--- config.mk ---
export PLATFORM = sky130hd
export DESIGN_NAME = sys_ctrl_regs
export DESIGN_NICKNAME = d
export VERILOG_FILES = /design/src/rtl/sys_ctrl_regs.sv
export SDC_FILE = /design/constraint.sdc
export NUM_CORES = 1
export LEC_CHECK = 0
export ABC_AREA = 1
export CORE_UTILIZATION = 50
export CTS_BUF_LIST = sky130_fd_sc_hd__clkbuf_8
export DETAILED_ROUTE_END_ITERATION = 16
export GPL_ROUTABILITY_DRIVEN = 1
export PLACE_DENSITY_LB_ADDON = 0.1
export SLEW_MARGIN = 10
export SYNTH_ARGS = -nofsm -noshare
export SYNTH_HDL_FRONTEND = slang
export SYNTH_SLANG_ARGS = --single-unit
--- constraint.sdc ---
create_clock -name clk_sys -period 7.5 [get_ports clk_sys]
set_input_delay 0.75 -clock clk_sys [delete_from_list [all_inputs] [get_ports clk_sys]]
set_output_delay 0.75 -clock clk_sys [all_outputs]
set_load 0.02 [all_outputs]
--- src/rtl/sys_ctrl_regs.sv ---
// -----------------------------------------------------------------------------
// sys_ctrl_regs
//
// System-control I/O register block sitting between Memory_Ctrl's I/O port and
// the UART, the video controller and the background-colour logic.  It provides
// buffered TX/RX UART FIFOs, readable control registers, sticky error flags and
// a free-running cycle counter, all word-addressed inside a 4 KiB I/O window.
//
// Register map (byte address, bits [1:0] ignored):
//   0x000 UART_TX/STATUS  W: push wdata[7:0] to TX FIFO
//                         R: {8'b0, tx_count, rx_count, 3'b0, tx_overflow,
//                             rx_overrun, tx_idle, rx_nonempty, tx_full}
//   0x004 BG_COLOR        R/W [23:0]
//   0x008 UART_DATA       R: {23'b0, rx_nonempty, rx_head}; read strobe pops
//   0x00C VIDEO_CTRL      R/W bit0 = framebuffer enable
//   0x010 FLAGS           W1C bit3 rx_overrun, bit4 tx_overflow; R: as STATUS
//   0x014 CYCLES          R: free-running 32-bit cycle counter
//   others                R: 0, writes ignored
//
// Ports:
//   clk_sys           system clock
//   reset_n           synchronous active-low reset
//   io_read_valid_i   one-cycle read strobe (pops UART_DATA at end of cycle)
//   io_write_valid_i  one-cycle write strobe
//   io_addr_i         byte address within the I/O window
//   io_wdata_i        write data
//   io_rdata_o        read data, registered every cycle from io_addr_i
//   uart_tx_data_o    byte presented to the UART transmitter
//   uart_tx_strobe_o  one-cycle TX valid
//   uart_tx_busy_i    UART transmitter busy
//   uart_rx_data_i    received byte
//   uart_rx_valid_i   received byte valid
//   uart_rx_ready_o   always ready; overflow is reported through rx_overrun
//   bg_col_o          background colour
//   video_fb_en_o     framebuffer enable
//   trace_o           last byte accepted into the TX FIFO (LED debug)
// -----------------------------------------------------------------------------
module sys_ctrl_regs #(
  parameter int          TX_DEPTH = 16,
  parameter int          RX_DEPTH = 16,
  parameter logic [23:0] BG_RESET = 24'h000000
) (
  input  logic        clk_sys,
  input  logic        reset_n,
  input  logic        io_read_valid_i,
  input  logic        io_write_valid_i,
  input  logic [11:0] io_addr_i,
  input  logic [31:0] io_wdata_i,
  output logic [31:0] io_rdata_o,
  output logic [7:0]  uart_tx_data_o,
  output logic        uart_tx_strobe_o,
  input  logic        uart_tx_busy_i,
  input  logic [7:0]  uart_rx_data_i,
  input  logic        uart_rx_valid_i,
  output logic        uart_rx_ready_o,
  output logic [23:0] bg_col_o,
  output logic        video_fb_en_o,
  output logic [7:0]  trace_o
);

  localparam int TX_AW = $clog2(TX_DEPTH);
  localparam int RX_AW = $clog2(RX_DEPTH);

  // Word addresses (io_addr_i[11:2])
  localparam logic [9:0] A_STATUS = 10'h000;
  localparam logic [9:0] A_BG     = 10'h001;
  localparam logic [9:0] A_DATA   = 10'h002;
  localparam logic [9:0] A_VIDEO  = 10'h003;
  localparam logic [9:0] A_FLAGS  = 10'h004;
  localparam logic [9:0] A_CYCLES = 10'h005;

  typedef enum logic [1:0] {
    TX_IDLE = 2'd0,
    TX_SEND = 2'd1,
    TX_HOLD = 2'd2
  } tx_state_t;

  logic [9:0]  word;
  logic        unused_bits;

  assign word            = io_addr_i[11:2];
  assign uart_rx_ready_o = 1'b1;
  // Byte-lane bits and the top write byte carry no meaning in this block.
  assign unused_bits     = ^{io_addr_i[1:0], io_wdata_i[31:24]};

  // ---------------------------------------------------------------------------
  // TX FIFO
  // ---------------------------------------------------------------------------
  logic [7:0]     tx_mem [TX_DEPTH];
  logic [TX_AW:0] tx_wr;
  logic [TX_AW:0] tx_rd;
  logic [TX_AW:0] tx_count;
  logic           tx_empty;
  logic           tx_full;
  logic           tx_push_req;
  logic           tx_push;
  logic           tx_pop;
  logic           tx_drop;
  logic [7:0]     tx_head;
  tx_state_t      tx_state;

  // Extra pointer MSB distinguishes full from empty when the indices match.
  assign tx_empty    = (tx_wr == tx_rd);
  assign tx_full     = (tx_wr[TX_AW] != tx_rd[TX_AW]) &&
                       (tx_wr[TX_AW-1:0] == tx_rd[TX_AW-1:0]);
  assign tx_count    = tx_wr - tx_rd;
  assign tx_head     = tx_mem[tx_rd[TX_AW-1:0]];
  assign tx_push_req = io_write_valid_i && (word == A_STATUS);
  // SEND is only entered with data queued, so this pop never underflows.
  assign tx_pop      = (tx_state == TX_SEND);
  // A pop in the same cycle frees a slot, so a push into a full FIFO still lands.
  assign tx_push     = tx_push_req && (!tx_full || tx_pop);
  assign tx_drop     = tx_push_req && tx_full && !tx_pop;

  always_ff @(posedge clk_sys) begin
    if (tx_push) begin
      tx_mem[tx_wr[TX_AW-1:0]] <= io_wdata_i[7:0];
    end
  end

  always_ff @(posedge clk_sys) begin
    if (!reset_n) begin
      tx_wr   <= '0;
      tx_rd   <= '0;
      trace_o <= '0;
    end else begin
      if (tx_push) begin
        tx_wr   <= tx_wr + 1'b1;
        trace_o <= io_wdata_i[7:0];
      end
      if (tx_pop) begin
        tx_rd <= tx_rd + 1'b1;
      end
    end
  end

  // ---------------------------------------------------------------------------
  // TX FSM: IDLE -> SEND (strobe, pop) -> HOLD -> IDLE.  HOLD gives the UART a
  // cycle to raise busy before the next head is considered, which also sets the
  // minimum strobe spacing to three cycles.
  // ---------------------------------------------------------------------------
  always_ff @(posedge clk_sys) begin
    if (!reset_n) begin
      tx_state         <= TX_IDLE;
      uart_tx_strobe_o <= 1'b0;
      uart_tx_data_o   <= '0;
    end else begin
      case (tx_state)
        TX_IDLE: begin
          if (!tx_empty && !uart_tx_busy_i) begin
            tx_state         <= TX_SEND;
            uart_tx_strobe_o <= 1'b1;
            uart_tx_data_o   <= tx_head;
          end
        end
        TX_SEND: begin
          tx_state         <= TX_HOLD;
          uart_tx_strobe_o <= 1'b0;
        end
        TX_HOLD: begin
          tx_state <= TX_IDLE;
        end
        default: begin
          tx_state         <= TX_IDLE;
          uart_tx_strobe_o <= 1'b0;
        end
      endcase
    end
  end

  // ---------------------------------------------------------------------------
  // RX FIFO
  // ---------------------------------------------------------------------------
  logic [7:0]     rx_mem [RX_DEPTH];
  logic [RX_AW:0] rx_wr;
  logic [RX_AW:0] rx_rd;
  logic [RX_AW:0] rx_count;
  logic           rx_empty;
  logic           rx_full;
  logic           rx_push;
  logic           rx_pop;
  logic           rx_drop;
  logic [7:0]     rx_head;

  assign rx_empty = (rx_wr == rx_rd);
  assign rx_full  = (rx_wr[RX_AW] != rx_rd[RX_AW]) &&
                    (rx_wr[RX_AW-1:0] == rx_rd[RX_AW-1:0]);
  assign rx_count = rx_wr - rx_rd;
  assign rx_head  = rx_mem[rx_rd[RX_AW-1:0]];
  // Reading UART_DATA on an empty FIFO leaves the pointers alone.
  assign rx_pop   = io_read_valid_i && (word == A_DATA) && !rx_empty;
  assign rx_push  = uart_rx_valid_i && (!rx_full || rx_pop);
  assign rx_drop  = uart_rx_valid_i && rx_full && !rx_pop;

  always_ff @(posedge clk_sys) begin
    if (rx_push) begin
      rx_mem[rx_wr[RX_AW-1:0]] <= uart_rx_data_i;
    end
  end

  always_ff @(posedge clk_sys) begin
    if (!reset_n) begin
      rx_wr <= '0;
      rx_rd <= '0;
    end else begin
      if (rx_push) begin
        rx_wr <= rx_wr + 1'b1;
      end
      if (rx_pop) begin
        rx_rd <= rx_rd + 1'b1;
      end
    end
  end

  // ---------------------------------------------------------------------------
  // Sticky flags, control registers and cycle counter
  // ---------------------------------------------------------------------------
  logic        rx_overrun;
  logic        tx_overflow;
  logic        flags_wr;
  logic [31:0] cycles;

  assign flags_wr = io_write_valid_i && (word == A_FLAGS);

  // A new error event in the clearing cycle keeps the flag set.
  always_ff @(posedge clk_sys) begin
    if (!reset_n) begin
      rx_overrun  <= 1'b0;
      tx_overflow <= 1'b0;
    end else begin
      rx_overrun  <= (rx_overrun  && !(flags_wr && io_wdata_i[3])) || rx_drop;
      tx_overflow <= (tx_overflow && !(flags_wr && io_wdata_i[4])) || tx_drop;
    end
  end

  always_ff @(posedge clk_sys) begin
    if (!reset_n) begin
      bg_col_o      <= BG_RESET;
      video_fb_en_o <= 1'b0;
      cycles        <= '0;
    end else begin
      cycles <= cycles + 32'd1;
      if (io_write_valid_i && (word == A_BG)) begin
        bg_col_o <= io_wdata_i[23:0];
      end
      if (io_write_valid_i && (word == A_VIDEO)) begin
        video_fb_en_o <= io_wdata_i[0];
      end
    end
  end

  // ---------------------------------------------------------------------------
  // Read decode, registered every cycle regardless of io_read_valid_i
  // ---------------------------------------------------------------------------
  logic        tx_idle;
  logic [31:0] status_word;
  logic [31:0] rdata_next;

  assign tx_idle     = tx_empty && (tx_state == TX_IDLE) && !uart_tx_busy_i;
  assign status_word = {8'b0, 8'(tx_count), 8'(rx_count), 3'b0,
                        tx_overflow, rx_overrun, tx_idle, !rx_empty, tx_full};

  always_comb begin
    rdata_next = '0;
    case (word)
      A_STATUS: rdata_next = status_word;
      A_BG:     rdata_next = {8'b0, bg_col_o};
      A_DATA:   rdata_next = {23'b0, !rx_empty, rx_head};
      A_VIDEO:  rdata_next = {31'b0, video_fb_en_o};
      A_FLAGS:  rdata_next = status_word;
      A_CYCLES: rdata_next = cycles;
      default:  rdata_next = '0;
    endcase
  end

  always_ff @(posedge clk_sys) begin
    if (!reset_n) begin
      io_rdata_o <= '0;
    end else begin
      io_rdata_o <= rdata_next;
    end
  end

endmodule

# Word-level counts from Yosys, hierarchy flattened
# Memory sizes are Yosys's and may differ from the RTL's. A register that Yosys moved wholly into a read port is not among the register bits.
# Index checks and enable logic that the tools add are counted.
# Widths: inputs -> output; s select.
[totals]
word_cells = 88
ram_bits = 256
n_memories = 2
inputBits = 58
register_bits = 122
out_inout_bits = 75
[memory_table]
columns = ["memory", "words", "width", "read_ports", "rd_ports_with_merged_regs", "wr", "line_no", "source"]
rows = [
  ["rx_mem", 16, 8, 1, 1, 1, "174", "logic [7:0] rx_mem [RX_DEPTH];"],
  ["tx_mem", 16, 8, 1, 1, 1, "89", "logic [7:0] tx_mem [TX_DEPTH];"],
]
[classes]
bitwise_logic = 1
n_eq_ne = 14
addsub = 7
reduce_logical = 40
n_mux = 11
[ops]
columns = ["op", "count"]
rows = [
  ["$pmux 32 s5", 1],
  ["$add 32x1->32 const B", 1],
  ["$logic_and 1x1->1", 21],
  ["$add 5x1->5 const B", 4],
  ["$eq 10x2->1 const B", 2],
  ["$eq 10x3->1 const B", 2],
  ["$eq 10x1->1 const B", 1],
  ["$eq 5x5->1", 2],
  ["$logic_not 1->1", 10],
  ["$logic_not 10->1", 1],
  ["$sub 5x5->5", 2],
  ["$eq 4x4->1", 2],
  ["$mux 4", 2],
  ["$mux 1", 5],
  ["$logic_or 1x1->1", 4],
  ["$pmux 2 s2", 1],
  ["$reduce_and 2->1", 2],
  ["$eq 2x1->1 const B", 1],
  ["$eq 2x2->1 const B", 1],
  ["$logic_not 2->1", 1],
  ["$mux 2", 1],
  ["$ne 1x1->1", 2],
  ["$ne 2x2->1 const B", 1],
  ["$pmux 1 s2", 1],
  ["other kinds (2)", 2],
]

# Depth between registers and ports, before layout
# Gate-level depths: netlist of the first run.
[logic_depth]
depth_word = 7
depth_mapped = 12
mapped_depth_nobuf = 12

# Worst setup path after synthesis of the first run
# No wires, ideal clock.
[synth_timing]
path_kind = "register -> register"
start = "register tx_rd[2]"
end = "memory tx_mem[0][0] (enable)"
path_stages_with_launch = 12
path_buffers = 2
required_ns = 7.130
synth_period_minus_slack_ns = 2.489
setup_slack_ns = 5.011
setup_time_ns = 0.370
arrival_ns = 2.118
cell_sequence = "dfxtp_1 buf_2 buf_1 inv_1 ha_1 nand2_1 nor2_2 nand3_1 nand3_2 inv_2 nand2_1 nor2_1"
[synth_via]
elab_chain_len = 7
[synth_rtl]
columns = ["item", "line_no", "source"]
rows = [
  ["start, declared", "91", "logic [TX_AW:0] tx_rd;"],
  ["start signal, assigned", "132", "tx_rd <= tx_rd + 1'b1;"],
  ["$eq 4x4->1", "105", "(tx_wr[TX_AW-1:0] == tx_rd[TX_AW-1:0]);"],
  ["$logic_and 1x1->1", "104", "assign tx_full = (tx_wr[TX_AW] != tx_rd[TX_AW]) &&"],
  ["$logic_not 1->1", "112", "assign tx_push = tx_push_req && (!tx_full || tx_pop);"],
  ["$logic_or 1x1->1", "112", ""],
  ["$logic_and 1x1->1", "112", ""],
  ["$mux 1", "116", "if (tx_push) begin"],
  ["$mux 1 (implied by the code)", "117", "tx_mem[tx_wr[TX_AW-1:0]] <= io_wdata_i[7:0];"],
  ["end, declared", "89", ""],
]
# No other way between the ends.

# Worst setup path in the final report of the first run
[layout_timing]
start = "register tx_rd[1]"
end = "memory tx_mem[0][2] (enable)"
# The elaborated chain is that of the path after synthesis.

==> flow_summary.toml, run 1 <==
[final_layout]
multi_input_area_um2 = 5400
fill_cells = 2880
nets = 2022
seqCellArea_um2 = 10370
drive_above_1_share = 0.06667
n_antenna_cell = 0
synthToLayoutAreaGrowth_pct = 16.15

[setup_path]
worstSetupEndpointType = "register"
cp_slowest_cell = "nor2_1"
critPathTopFamily = "simple AND/OR/NAND/NOR gates"
path_cells = "buf_4 > inv_1 > ha_1 > nand2_1 > nor2_2 > nand3_1 > nand3_2 > inv_2 > nand2_1 > nor2_1"
critPathMostFrequentCell = "nand2_1"
rrSetupSlack_ns = 3.51
crit_required_ns = 7.72
crit_buf_inv = 3
reg2regPathDepth = 10
worst_r2r_endpoint = "tx_mem[0][2]"
critPathMaxFanout = 45
r2r_start = "tx_rd[1]"
crit_path_max_incr_delay_ns = 0.66
critical_path.startpoint_type = "register"
critPathArrivalTime_ns = 4.21
crit_type = "reg2reg"

[logic_synthesis]
yosys.area.top_type_share = 0.4550
syn_area_per_cell_um2 = 9.282
synth_seq_cells = 390
synth_common_cells = "nand2_1, nor2_1, edfxtp_1"
synth_top_area_cell = "edfxtp_1"
synthCells = 1820
synth_cell_types = 40
yosysMostFrequentCell = "nand2_1"
netlist_area_um2 = 16890
synth-edff-count = 256
synth_ff_type = "edfxtp_1"
async_flop_share = 0
syn_nets = 1899
ys_seq_area_frac = 0.6138
synthTopCellsByArea = "edfxtp_1, dfxtp_1, nand2_1, nor2_1, nand3_1"
synth-warning-count = 0

[routing]
top_layer = "met4"
num_vias = 12600
drt_iter0_markers = 961
viasPerCell = 5.172
routed-wl-met3_um = 2146
wl_met2_um = 19490
wl_um = 42100
drc_errors = 0
wl_per_cell_um = 17.27
first_pass_iters = 5
drt-met1-wl_um = 19040
drtAntennaViolNets = 0

[power_and_ir_drop]
p_leak_uw = 0.007380
powerDensity_nw_per_um2 = 215.1
peakVddDrop_mv = 0.1358

[grt]
grt_usage = 0.2510
grt_pass1_vias = 12020
grt_overflow = 0
grt_pass1_wl_um = 65420
antenna_found_initial = 0
grt_max_degree = 69

[sta]
fin_ws_ns = 3.511
drv_slew = 0
setup_viol = 0
skew_ns = 0.02181
fin_crit_ns = 3.989
period_share = 0.5319
rsz0062_at_grt = "false"
finalSetupTns_ns = 0
clock.fmax_mhz = 250.7
finalHoldViolCount = 0
timing.slew.headroom = 0.2272
worst_pin_slew_ns = 1.159

[clock_network]
cts_resized = 0
numClockSinks = 390
htree_levels = 3
worstSkewPairLatency_ns = 0.60
clkSlewWorstSetupHoldPaths_ns = 0.06
root_buffer = "clkbuf_8"
clockBufferDepth = 3
cts_tree = "built"
postCtsSetupBuffers = 0
cts_buffers = 67
hold_buffers = 0

[flow_run]
maxCapViolCount = 0

[place]
hpwl_um = 27070
place.port_buffers = 121
preCtsSetupSlack_ns = 3.564
gp_congestion = 0.9057

[hold_path]
min_path_type = "reg2reg"
worstHoldStart = "cycles[31]"
holdPathStages = 2
hold_end = "io_rdata_o[31]"

[floorplanning]
die_w_um = 185.8
start_util = 0.5140
coreArea_um2 = 32870
row_count = 66
ios = 133
die_y_um = 185.8
dieArea_um2 = 34530

[run_status]
outcome = "complete, no violations"
==> routing by layer <==
layer,up-vias,global-route usage
li1,6253,-
met1,5886,0.3415
met5,-,0
met4,0,0.1069
met2,361,0.3964
met3,103,0.04285
==> cell type report <==
| type | instances | share of cell area |
|---|---|---|
| inverter | 204 | 0.03928 |
| timing repair buffer | 129 | 0.06453 |
| sequential | 390 | 0.5286 |
| clock inverter | 43 | 0.009501 |
| tap | 442 | 0.02818 |
| clock buffer | 78 | 0.05471 |
| multi-input combinational | 1151 | 0.2752 |
==> cells in the final DEF (no fill, tap or decap), types with 9 or more instances in the layout <==
cell type / n
a21oi_1: 72
clkbuf_8: 78
clkdlybuf4s50_1: 120
dfxtp_1: 132
edfxtp_1: 256
ha_1: 19
inv_1: 224
nand2_1: 398
nand3_1: 159
nor2_1: 262
nor3_1: 29
o211ai_1: 9
o21ai_0: 124
o22ai_1: 18
xor2_1: 9
==> metrics by stage <==
step           std cells  cell area (µm²)  hold WS (ns)    util  total power [µW]
5_1_grt             2437            19620        0.4937  0.5970              4363
3_5_place_dp        2316            18360        0.4550  0.5587              2465
3_3_place_gp        2316            18360        0.4480  0.5587              2463
2_1_floorplan       1820            16890        0.4390       -              2395
6_report            2437            19620        0.4595  0.5970              4221
4_1_cts             2437            19620        0.4637  0.5970              4258
==> power breakdown <==
part | switching, µW | internal, µW | leakage (µW)
clock network | 852 | 948 | 0.000738
logic | 77.3 | 38.4 | 0.00325
registers | 6.22 | 2300 | 0.00339
total | 936 | 3290 | 0.00738
==> worst register-to-register path, delay by kind of cell (launching register included) <==
kind                       cells  cell delay [ns]
adders and majority gates      1             0.48
buffers and inverters          3             1.38
and+or+nand+nor                6             1.44
DFF                            1             0.30
==> cells by family (layout without fill, tap and decap cells) <==
logic type                 count (synthesis)  count (layout)  synth area share
DFF                                      390             390            0.6138
AOI/OAI and AO/OA                        226             226           0.07066
other                                      1               1         0.0002220
xor gates and xnor gates                  14              14          0.007703
buffers and inverters                    279             454           0.06651
adders and majority gates                 21              21           0.01644
and+or+nand+nor                          889             889            0.2246
==> flip-flops by register name (all words and copies together), names as in the netlist, named ones only <==
| register | count |
|---|---|
| cycles | 32 |
| io_rdata_o | 32 |
| tx_wr | 5 |
| video_fb_en_o | 1 |
| tx_mem | 128 |
| rx_overrun | 1 |
| rx_rd | 5 |
| tx_overflow | 1 |
| tx_rd | 5 |
| trace_o | 8 |
| uart_tx_data_o | 8 |
| bg_col_o | 24 |
| uart_tx_strobe_o | 1 |
| rx_wr | 5 |
| rx_mem | 128 |
| tx_state | 2 |
==> worst max-delay path by stage <==
stage          startpoint           end  slack [ns]  depth (start not counted)
3_3_place_gp     tx_rd[1]  tx_mem[5][2]        3.61                         10
5_1_grt          tx_rd[1]  tx_mem[4][3]        3.22                         10
2_1_floorplan    tx_rd[2]  tx_mem[0][0]        5.01                         11
6_report         tx_rd[1]  tx_mem[0][2]        3.51                         10
3_5_place_dp     tx_rd[1]  tx_mem[5][5]        3.56                         10
4_1_cts          tx_rd[1]  tx_mem[5][6]        3.56                         10
No activity file was read; power rests on OpenSTA's default activity.
==> run 2, diff against run 1 <==
- clock period: 7.5 -> 3.7 ns (I/O delays scaled with it)
==> run 2 against run 1 <==
  * Clock power grew 100%
  * Sequential share of layout area fell by 0.15 points
  * Sequential power up 100%
  * Hold slack lost 0.13 ns
  * Critical path type unchanged
  * Largest cell class unchanged
==> flow_summary.toml, run 2 (same netlist as run 1, synthesis figures left out) <==
[clock_network]
cts_buffers = 60
cts_resized = 0
clkSlewWorstSetupHoldPaths_ns = 0.07
hold_buffers = 0
postCtsSetupBuffers = 0
htree_levels = 2
clockBufferDepth = 3
numClockSinks = 390
cts_tree = "built"
root_buffer = "clkbuf_8"
worstSkewPairLatency_ns = 0.63

[routing]
first_pass_iters = 5
drtAntennaViolNets = 0
drc_errors = 0
wl_um = 42310
drt_iter0_markers = 1050
viasPerCell = 5.235
num_vias = 12760
wl_per_cell_um = 17.35

[final_layout]
synthToLayoutAreaGrowth_pct = 16.49
final_cells = 2438
fill_cells = 2924
fin_util = 0.5988
drive_above_1_share = 0.07064
nets = 2023
final_common_cell = "nand2_1"
layout_common_cells = "nand2_1, nor2_1, edfxtp_1"
n_antenna_cell = 0

[sta]
finalSetupTns_ns = 0
setup_viol = 0
worst_pin_slew_ns = 1.115
fin_crit_ns = 2.900
timing.slew.headroom = 0.2553
finalHoldViolCount = 0
whs_ns = 0.3249
skew_ns = 0.02304
period_share = 0.7838
fin_ws_ns = 0.7999
drv_slew = 0
rsz0062_at_grt = "false"
clock.fmax_mhz = 344.8

[floorplanning]
coreArea_um2 = 32870
die_y_um = 185.8
start_util = 0.5140
dieArea_um2 = 34530
die_w_um = 185.8
ios = 133
row_count = 66

[place]
preCtsSetupSlack_ns = 0.6915
hpwl_um = 27880
gp_congestion = 0.9140
dp.cells = 2324
place.port_buffers = 121

[run_status]
outcome = "complete, no violations"

[power_and_ir_drop]
p_leak_uw = 0.007403
comb_power_share = 0.028
cell_internal_pwr_uw = 6706
powerDensity_nw_per_um2 = 435.3
seqPwrFrac = 0.545
swShare = 0.2172
p_switching_uw = 1861
clkPwrFrac = 0.427
peakVddDrop_mv = 0.2899

[flow_run]
maxCapViolCount = 0

[hold_path]
min_path_type = "in2reg"

[grt]
grt_pass1_wl_um = 65490
grt_overflow = 0
grt_max_degree = 68
grt_usage = 0.2489
antenna_found_initial = 0
grt_pass1_vias = 12060

[setup_path]
critical_path.startpoint_type = "register"
path_cells = "inv_1 > ha_1 > nand2_1 > nor2_2 > nand3_1 > nand3_2 > inv_2 > nand2_1 > nor2_1"
worstSetupEndpointType = "register"
crit_required_ns = 3.96
critPathTopFamily = "simple AND/OR/NAND/NOR gates"
crit_path_max_incr_delay_ns = 0.61
cp_slowest_cell = "nor2_1"
crit_type = "reg2reg"
critPathMostFrequentCell = "nand2_1"
critPathArrivalTime_ns = 3.16
crit_buf_inv = 2
critPathMaxFanout = 16
-- run 2: cell types whose count changed in the layout (fill, tap and decap cells not counted), sizes merged --
cell      change
inv           -9
buf           +8
clkinv        +6
clkbuf        -3
clkinvlp      -3
bufinv        +2
-- run 2: layer usage --
| layer | share of wire | vias to the layer above | track usage |
|---|---|---|---|
| met5 | 0 | - | 0 |
| met4 | 0.026 | 0 | 0.07934 |
| met3 | 0.055 | 76 | 0.03581 |
| met2 | 0.48 | 392 | 0.4081 |
| met1 | 0.44 | 6042 | 0.3405 |
| li1 | - | 6252 | - |
-- run 2: cell type report --
type / instances / area (µm²) / area share
clock buffers: 75 / 1032 / 0.05245
clock inverters: 39 / 225.2 / 0.01144
flip-flops and latches: 390 / 10370 / 0.5271
inverters: 204 / 770.7 / 0.03916
multi-input cells: 1151 / 5400 / 0.2744
well taps: 442 / 553.0 / 0.02810
repair buffers: 137 / 1326 / 0.06739
-- run 2: power groups by stage --
stage	clock network, µW	registers, µW	logic (µW)
global placement	0	4760	232
detailed placement	0	4760	236
CTS	3730	4670	237
finish	3660	4670	236
floorplan	0	4760	94.9
global route	3900	4670	259
-- run 2: worst paths after layout --
check                       from            to  slack (ns)  cells past startpoint
setup / recovery        tx_rd[3]  tx_mem[0][5]        0.80                      9
hold / removal    io_wdata_i[21]  bg_col_o[21]        0.32                      3
setup reg to reg        tx_rd[3]  tx_mem[0][5]        0.80                      9
hold reg to reg       cycles[31]    cycles[31]        0.46                      2
-- run 2: per-stage QoR --
step / cell area (µm²) / total power, µW
4_1_cts: 19680 / 8634
2_1_floorplan: 16890 / 4854
5_1_grt: 19680 / 8832
6_report: 19680 / 8567
3_3_place_gp: 18420 / 4994
3_5_place_dp: 18420 / 5000
-- run 2: worst register-to-register path: stages (launching register included) --
cell	delay, ns
dfxtp_1	0.31
inv_1	0.36
ha_1	0.37
nand2_1	0.11
nor2_2	0.08
nand3_1	0.11
nand3_2	0.09
inv_2	0.24
nand2_1	0.25
nor2_1	0.61
==> run 3, diff against run 2 <==
- clock period: 3.7 -> 2.5 ns (I/O delays scaled with it)
==> run 3 against run 2 <==
  * Maximum frequency grew 27%
  * Hold slack lost 0.19 ns
  * First-iteration DRC count shrank 7.2%
  * Worst setup slack lost 0.58 ns
  * Via count grew 1.2%
  * Die area is the same
  * Design area grew 2.5%
  * Non-clock buffer count grew 55
  * Count of clock-buffer cells in the layout shrank 1
  * Critical path depth grew 3
  * Highest routed layer unchanged
  * Critical path type unchanged
  * Global-route usage grew 0.23 points
  * Clock power grew 51%
==> flow_summary.toml, run 3 (same netlist as run 1, synthesis figures left out) <==
[setup_path]
critPathMaxFanout = 8
critPathTopFamily = "simple AND/OR/NAND/NOR gates"
path_cells = "inv_1 > ha_1 > nand2_1 > nor2_1 > nand2_1 > nand3_4 > nand2_4 > nand2_4 > inv_6 > nand2_4 > nor2_1 > buf_4"
crit_required_ns = 2.77
rrSetupSlack_ns = 0.22
r2r_start = "rx_wr[0]"
worst_r2r_endpoint = "rx_mem[5][6]"
critPathMostFrequentCell = "nand2_4"
crit_path_max_incr_delay_ns = 0.43
cp_slowest_cell = "dfxtp_1"
crit_type = "reg2reg"
worstSetupEndpointType = "register"
critPathArrivalTime_ns = 2.55
critical_path.startpoint_type = "register"
crit_buf_inv = 3
reg2regPathDepth = 12

[routing]
drtAntennaViolNets = 0
num_vias = 12910
viasPerCell = 5.167
wl_per_cell_um = 17.13
drc_errors = 0
wl_um = 42810
drt_iter0_markers = 974
first_pass_iters = 5

[sta]
setup_viol = 0
worst_pin_slew_ns = 0.7638
fin_crit_ns = 2.276
period_share = 0.9102
skew_ns = 0.03580
rsz0062_at_grt = "false"
fin_ws_ns = 0.2244
finalSetupTns_ns = 0
timing.slew.headroom = 0.4892
clock.fmax_mhz = 439.5
drv_slew = 0
finalHoldViolCount = 0

[floorplanning]
coreArea_um2 = 32870
row_count = 66
die_y_um = 185.8
ios = 133
dieArea_um2 = 34530
start_util = 0.5140
die_w_um = 185.8

[clock_network]
cts_resized = 0
worstSkewPairLatency_ns = 0.58
clockBufferDepth = 3
postCtsSetupBuffers = 0
root_buffer = "clkbuf_8"
clkSlewWorstSetupHoldPaths_ns = 0.07
hold_buffers = 0
numClockSinks = 390
htree_levels = 3
cts_tree = "built"
cts_buffers = 66

[place]
preCtsSetupSlack_ns = 0.1373
place.port_buffers = 121
hpwl_um = 28950
gp_congestion = 0.9316

[hold_path]
holdPathStages = 3
min_path_type = "in2reg"
worstHoldStart = "reset_n"
hold_end = "cycles[19]"

[grt]
grt_usage = 0.2511
antenna_found_initial = 1
grt_overflow = 0
grt_max_degree = 69
grt_pass1_wl_um = 65470
grt_pass1_vias = 12310

[flow_run]
maxCapViolCount = 0

[power_and_ir_drop]
p_leak_uw = 0.007696
peakVddDrop_mv = 0.5227
powerDensity_nw_per_um2 = 635.0

[final_layout]
nets = 2084
layout_common_cells = "nand2_1, nor2_1, edfxtp_1"
synthToLayoutAreaGrowth_pct = 19.38
drive_above_1_share = 0.09776
final_common_cell = "nand2_1"

[run_status]
outcome = "complete, no violations"
-- run 3: changes by cell type in the layout (fill, tap and decap cells not counted), sizes merged --
cell | before | now
buf | 17 | 72
clkbuf | 75 | 74
clkinv | 17 | 21
clkinvlp | 0 | 3
diode | 0 | 1
inv | 224 | 223
-- run 3: how the worst max path moves through the flow --
stage,from,end,slack (ns),cells after the start
after global placement,io_addr_i[6],rx_mem[5][2],0.18,11
after floorplan,tx_rd[2],tx_mem[0][0],0.01,11
after CTS,rx_wr[0],rx_mem[5][6],0.23,12
final,rx_wr[0],rx_mem[5][6],0.22,12
after detailed placement,io_addr_i[5],rx_mem[5][3],0.14,11
after global routing,rx_wr[0],rx_mem[10][7],0.07,12
-- run 3: final cells by class --
cell class                 instances  area (µm²)
clock inverter                    45       261.5
sequential                       390       10370
tap                              442       553.0
timing repair buffer             192        1789
antenna                            1       2.502
clock buffer                      74        1018
inverter                         204       770.7
fill                            2875       12700
multi-input combinational       1151        5400
-- run 3: stage by stage --
stage / std cells / hold slack, ns / area, µm² / power, µW / utilization
6_report: 2499 / 0.1353 / 20170 / 12810 / 0.6136
5_1_grt: 2499 / 0.1251 / 20170 / 13200 / 0.6136
4_1_cts: 2498 / 0.1110 / 20170 / 12920 / 0.6136
3_5_place_dp: 2379 / 0.4524 / 18890 / 7422 / 0.5746
3_3_place_gp: 2379 / 0.4479 / 18890 / 7416 / 0.5746
2_1_floorplan: 1820 / 0.3489 / 16890 / 7184 / -
-- run 3: layer usage --
| metal | GRT usage | wire, µm | vias to the layer above |
|---|---|---|---|
| li1 | - | - | 6371 |
| met1 | 0.3362 | 18800 | 6033 |
| met2 | 0.4107 | 20270 | 425 |
| met3 | 0.03620 | 2423 | 84 |
| met4 | 0.1010 | 1322 | 0 |
| met5 | 0 | 0 | - |
-- run 3: power breakdown --
part | switching, µW | total, µW | internal, µW
Combinational | 243 | 379 | 136
Clock | 2570 | 5520 | 2950
Sequential | 15.2 | 6910 | 6890
-- run 3: worst register-to-register path, stage by stage, from the launching register on --
cell	delay [ns]
dfxtp_1	0.43
inv_1	0.13
ha_1	0.33
nand2_1	0.08
nor2_1	0.05
nand2_1	0.13
nand3_4	0.13
nand2_4	0.12
nand2_4	0.08
inv_6	0.12
nand2_4	0.08
nor2_1	0.13
buf_4	0.19
